<file path="config.mk">
export PLATFORM = sky130hd
export DESIGN_NAME = data_mem_arbiter
export DESIGN_NICKNAME = d
export VERILOG_FILES = /design/src/rtl/cpu_pkg.sv /design/src/rtl/data_mem_arbiter_rr_select.sv /design/src/rtl/data_mem_arbiter.sv
export SDC_FILE = /design/constraint.sdc
export NUM_CORES = 1
export LEC_CHECK = 0
export ABC_AREA = 1
export BUFFER_PORTS_ARGS = -buffer_cell sky130_fd_sc_hd__buf_2
export CAP_MARGIN = 20
export CORE_MARGIN = 3
export CORE_UTILIZATION = 49
export DETAILED_ROUTE_END_ITERATION = 6
export PLACE_DENSITY_LB_ADDON = 0.25
export SLEW_MARGIN = 25
export SYNTH_ARGS = -nofsm -noshare
export SYNTH_HDL_FRONTEND = slang
export SYNTH_SLANG_ARGS = --single-unit
export TNS_END_PERCENT = 5
</file>
<file path="constraint.sdc">
create_clock -name _iClk -period 2.36 [get_ports _iClk]
set_input_delay 0 -clock _iClk [delete_from_list [all_inputs] [get_ports _iClk]]
set_output_delay 0 -clock _iClk [all_outputs]
set_load 0.05 [all_outputs]
</file>
<file path="src/rtl/cpu_pkg.sv">
// Shared CPU-side definitions: data-RAM arbiter state encoding and port count.
package cpu_pkg;

  localparam int MEM_ARB_PORTS = 2;

  typedef enum logic [1:0] {
    ARB_IDLE  = 2'd0,
    ARB_ISSUE = 2'd1,
    ARB_WAIT  = 2'd2
  } ArbState;

endpackage

</file>
<file path="src/rtl/data_mem_arbiter_rr_select.sv">
// Winner selection for the data-RAM arbiter (combinational, one-hot result).
// Build option: MEM_ARB_FIXED_PRIO_EN -> port 0 always wins contention;
// otherwise the port that did not win last time wins.
module rr_select
  import cpu_pkg::*;
(
  input  logic [MEM_ARB_PORTS-1:0] _iReq,
  input  logic                     last,
  output logic [MEM_ARB_PORTS-1:0] win
);

  // A lone requester always wins; contention resolved by priority policy.
  always_comb begin
    win = _iReq;
    if (&_iReq) begin
`ifdef MEM_ARB_FIXED_PRIO_EN
      win = 2'b01;
`else
      win = last ? 2'b01 : 2'b10;
`endif
    end
  end

endmodule

</file>
<file path="src/rtl/data_mem_arbiter.sv">
// Two-port arbiter in front of the single-port synchronous data RAM.
// Each access runs IDLE -> ISSUE -> WAIT; RAM-side signals are registered and
// read data returns with a one-cycle done pulse three cycles after sampling.
// Build option: MEM_ARB_FIXED_PRIO_EN (see rr_select).
module data_mem_arbiter
  import cpu_pkg::*;
#(
  parameter int ADDR_W = 8,
  parameter int DATA_W = 8
) (
  input  logic                     _iClk,
  input  logic                     _iReset_n,
  input  logic [MEM_ARB_PORTS-1:0] _iReq,
  input  logic [MEM_ARB_PORTS-1:0] _iWrite,
  input  logic [ADDR_W-1:0]        _iAddr0,
  input  logic [ADDR_W-1:0]        _iAddr1,
  input  logic [DATA_W-1:0]        _iWData0,
  input  logic [DATA_W-1:0]        _iWData1,
  output logic [MEM_ARB_PORTS-1:0] _oGnt,
  output logic [MEM_ARB_PORTS-1:0] _oDone,
  output logic [DATA_W-1:0]        _oRData,
  output logic [ADDR_W-1:0]        _oMemAddr,
  output logic [DATA_W-1:0]        _oMemWData,
  output logic                     _oMemWrite,
  input  logic [DATA_W-1:0]        _iMemRData
);

  ArbState                                state;
  logic                                   last;
  logic                                   curWrite;
  logic [MEM_ARB_PORTS-1:0]               win;
  logic [MEM_ARB_PORTS-1:0][ADDR_W-1:0]   addrs;
  logic [MEM_ARB_PORTS-1:0][DATA_W-1:0]   wdatas;

  assign addrs  = {_iAddr1, _iAddr0};
  assign wdatas = {_iWData1, _iWData0};

  rr_select uSel (
    ._iReq (_iReq),
    .last  (last),
    .win   (win)
  );

  // Access sequencer: grant + RAM drive, strobe clear, then response capture.
  always_ff @(posedge _iClk or negedge _iReset_n) begin
    if (!_iReset_n) begin
      state      <= ARB_IDLE;
      last       <= 1'b1;
      curWrite   <= 1'b0;
      _oGnt      <= '0;
      _oDone     <= '0;
      _oRData    <= '0;
      _oMemAddr  <= '0;
      _oMemWData <= '0;
      _oMemWrite <= 1'b0;
    end else begin
      _oGnt  <= '0;
      _oDone <= '0;
      case (state)
        ARB_IDLE: begin
          if (|_iReq) begin
            _oMemAddr  <= addrs[win[1]];
            _oMemWData <= wdatas[win[1]];
            _oMemWrite <= |(_iWrite & win);
            curWrite   <= |(_iWrite & win);
            _oGnt      <= win;
            last       <= win[1];
            state      <= ARB_ISSUE;
          end
        end
        ARB_ISSUE: begin
          _oMemWrite <= 1'b0;
          state      <= ARB_WAIT;
        end
        ARB_WAIT: begin
          // Writes leave the last read value visible.
          if (!curWrite) _oRData <= _iMemRData;
          _oDone[last] <= 1'b1;
          state        <= ARB_IDLE;
        end
        default: state <= ARB_IDLE;
      endcase
    end
  end

endmodule

</file>
After elaboration in Yosys (flattened, before gate mapping)
Index checks and enable logic that the tools add are counted.

Register bits after elaboration: 33. Input port bits: 46. Output and inout bits: 29.

$lt $le $gt $ge: 3. Equal/unequal tests: 3. Mux-type cells: 15. Bitwise logic cells: 2. Reduce and logical (&&, ||, !) cells: 9.

Operators by type and width (number): 8-bit two-way mux (4); 2-bit two-way mux (6); 2-bit AND reduction (4); 1-bit by 2-bit less-than comparator with 1-bit output, second input constant (2); 2-bit case mux with 2 select lines (1); 2-bit OR reduction (2); 2-bit bitwise AND (1); 2-bit by 1-bit == test with 1-bit output, second input constant (1); 2-bit == test, second input constant (1); 2-bit logical NOT (1); 1-bit two-way mux (2); 2-bit != test, second input constant (1); 1-bit case mux with 2 select lines (1); 2-bit nonzero test (1); 1-bit demux with 1-bit select (1); 1-bit greater-or-equal comparator, second input constant (1); 1-bit logical AND (1); 1-bit inverter (1).

Logic depth before layout (Yosys ltp)
Word-level depth: 6. Gate-level depth with buffers: 7.

Hierarchy
Synthesis repeated with hierarchy kept, for this count alone.

Cells, all modules: 198. Area total of the unflattened synthesis: 1501.4 um^2.

By module, submodules not included: data_mem_arbiter (times used 1, cells an instance 193, area an instance 1480.2 um^2); rr_select (times used 1, cells an instance 5, area an instance 21.3 um^2).

Least setup slack after synthesis
OpenSTA, ideal clock, no wires.

Path type: register to register. From: register last. To: register _oMemAddr[7]. Arrival time: 972 ps. Required time: 2242 ps. Path slack: 1270 ps. Cell stages (with the launch flop): 7. Path buffers: 1. Clock period less this slack: 1090 ps. Cell sequence: dfstp_2 > nand2_4 > clkbuf_8 > nand3_1 > nand2_1 > nand2_1 > nand2_1.

Word-level cells in the longest chain between the ends: 4.

RTL lines: from (decl) (line data_mem_arbiter.sv:29) `logic last;`; from (signal assigned) (line data_mem_arbiter.sv:67) `last <= win[1];`; 2-bit two-way mux (line data_mem_arbiter_rr_select.sv:19) `win = last ? 2'b01 : 2'b10;`; 2-bit two-way mux (line data_mem_arbiter_rr_select.sv:15) `if (&_iReq) begin`; 8-bit two-way mux (implied by the code) (2 in a row) (line data_mem_arbiter.sv:62) `_oMemAddr <= addrs[win[1]];`; to (signal assigned) (line data_mem_arbiter.sv:62); to (decl) (line data_mem_arbiter.sv:22) `output logic [ADDR_W-1:0] _oMemAddr,`.

No other way between the ends. The select of a mux whose other input is x is not followed. A chain may end at the register's enable or synchronous reset.

Worst setup path after layout
From: register last. To: register _oMemAddr[0].

Same word-level chain as after synthesis.

==> metrics.yaml <==
status:
  outcome: "finished, final reports clean"
logic_synthesis:
  synth_compound_area_share_pct: 3.97
  netlist_top_cells_area: "dfrtp_1, nand2_1, nand3_1"
  muxShareOfSynthArea_pct: 0
  synth_area_per_cell_um2: 8.18
  synthXorXnorAreaFrac_pct: 0
  syn_inst: 189
  synth_top_family_by_area: "simple AND/OR/NAND/NOR gates"
  synth.cell_area_um2: 1550
  ys_seq_area_share_pct: 53.5
  synth_top_cell_by_area: "dfrtp_1"
  synthAdderAreaFrac_pct: 0
  ys_types: 17
  yosys.area_share.simple_pct: 33.6
  syn-num-nets: 235
  ys_ff_latch: 33
  ys_warn_count: 0
  yosysTopAreaCellShare_pct: 51.8
sta:
  rsz0062_at_grt: "false"
  min_period_ps: 1830
  fin_skew_ps: 8.24
  period_share_pct: 77.5
  hold_ws_ps: 22.0
  finalSetupTns_ps: 0
  setup_viol: 0
  slew_viol_final: 0
  relSlewSlack_pct: 53.3
  max_freq_mhz: 546
  worst_pin_slew_ps: 700
  final_hold_viol_count: 0
  worst_slack_ps: 530
placed_design:
  dpl_worst_slack_ps: 1100
  placed_cells: 298
  place.gp.congestion: 0.743
  io_buffers: 74
  dpl.hpwl_um: 2430
clock_network:
  clockRootBuffer: "clkbuf_4"
  cts_max_level: 2
  clk_pin_slew_worst_paths_ps: 90
  cts.sinks: 33
  cts_buffers: 5
  clock_latency_ps: 330
  ctsLongestPathBuffers: 2
  cts_tree: "yes"
  post_cts_buffers: 0
job:
  maxCapViolations: 0
cells_and_area:
  drive_above_1_share_pct: 28.5
  regArea_um2: 827
  antenna_cells: 0
  nFillCells: 214
  layout.nets: 351
  area_growth_pct: 53.0
  stdcell_count: 347
  final_common_cell: "nand2_1"
  final_cell_mix: "nand2_1, buf_2, dlygate4sd3_1, dfrtp_1, nand3_1"
  multi_input_comb_area_um2: 581
worst_setup_path:
  end_kind: "flop"
  cp.required_ps: 2630
  crit_top_cell: "nand2_1"
  cp_cell_sequence: "nand2_4 > nand2_4 > nand2_1 > nand2_1 > dlygate4sd3_1 > nand2_1 > nand2_1"
  cp_max_fo: 19
  worstSetupStartpoint: "last"
  crit_slowest_cell: "dfstp_2"
  criticalPathCategory: "reg -> reg"
  cp.arrival_ps: 2100
  timing.rr.start: "last"
  crit_path_max_incr_delay_ps: 570
  critPathLaunchType: "flop"
routing:
  ant_nets: 0
  vias_per_cell: 4.73
  wl_per_cell_um: 12.4
  drt_iter0_markers: 63
  drt-total-wl_um: 4290
  vias: 1642
  drt_drc_violations_left: 0
  drt_first_pass_iters: 4
floorplan:
  die_area_um2: 3860
  start_util_pct: 53.7
  core-area_um2: 2880
  dieHeight_um: 62.2
  die_w_um: 62.2
  num_io_pins: 75
  rows: 19
grt:
  grt_remaining_overflow: 0
  grt_pass1_wl_um: 7330
  antenna_found_initial: 0
  grt_max_degree: 34
  grt.total_usage_pct: 23.7
  grt_pass1_vias: 1704
min_path:
  hp-start: "_iWrite[1]"
  hold_path.class: "in -> reg"
power:
  irDropWorstVdd_uv: 734
  p_per_area_nw_per_um2: 1300
  total_leakage_power_nw: 1.39
  power_mw: 3.06
==> flip-flops by register name, summed over array words and instances, names as in the netlist <==
| signal | flops |
|---|---|
| _oDone | 2 |
| _oGnt | 2 |
| _oMemAddr | 8 |
| _oMemWData | 8 |
| _oMemWrite | 1 |
| _oRData | 8 |
| curWrite | 1 |
| last | 1 |
| state | 2 |
==> power breakdown <==
part	internal (mW)	total, mW	leakage, nW	switching, mW
clock network	0.140	0.318	0.0314	0.177
logic	0.452	1.78	0.942	1.32
registers	0.830	0.970	0.413	0.140
total	1.42	3.06	1.39	1.64
==> timing repair <==
item | in CTS | in global routing
endpoints found under the hold margin | 59 | 0
resized for setup | 0 | 0
hold buffers | 42 | 0
==> stage by stage <==
| step | utilization (%) | instance area (um^2) |
|---|---|---|
| floorplan | - | 1550 |
| global placement | 65.7 | 1890 |
| detailed placement | 65.7 | 1890 |
| CTS | 82.2 | 2360 |
| global route | 82.2 | 2360 |
| finish | 82.2 | 2360 |
==> cell families after synthesis <==
group                  after synthesis
AOI/OAI and AO/OA                   10
and+or+nand+nor                    124
buffers and inverters               22
DFF                                 33
==> layer usage <==
metal	wire length, um	vias to the layer above	track usage [%]	share of wire, %
met2	2190	69	41.3	51
met5	0	-	0	0
li1	-	809	-	-
met3	279	19	6.85	6.5
met1	1670	745	26.6	39
met4	146	0	11.3	3.4
==> worst paths after layout <==
path	endpoint	slack [ps]	cells past startpoint
hold / removal	curWrite	20	5
setup / recovery	_oMemAddr[0]	530	7
setup reg to reg	_oMemAddr[0]	530	7
min in group asynchronous	_oMemAddr[2]	250	2
max in group asynchronous	_oMemAddr[1]	1660	2
hold reg to reg	_oMemWData[6]	480	2
==> Yosys cell counts, drive strengths merged <==
cell,n
o21ai,10
nand2,99
buf,6
dfstp,1
nand3,20
nor2,4
inv,15
clkbuf,1
nand3b,1
dfrtp,32
==> critical path: cells and delay by family (launching register included) <==
kind / cells / cell delay [ps]
AND/OR/NAND/NOR: 6 / 610
flip-flops: 1 / 570
buffers and inverters: 1 / 570
==> cell type report <==
class | instances | share of cell area, %
clock buffers | 7 | 2.33
flip-flops and latches | 33 | 35.0
well taps | 42 | 2.22
multi-input cells | 134 | 24.6
inverters | 15 | 2.49
repair buffers | 116 | 33.4
Note: power is estimated with default switching activity, not from simulation.
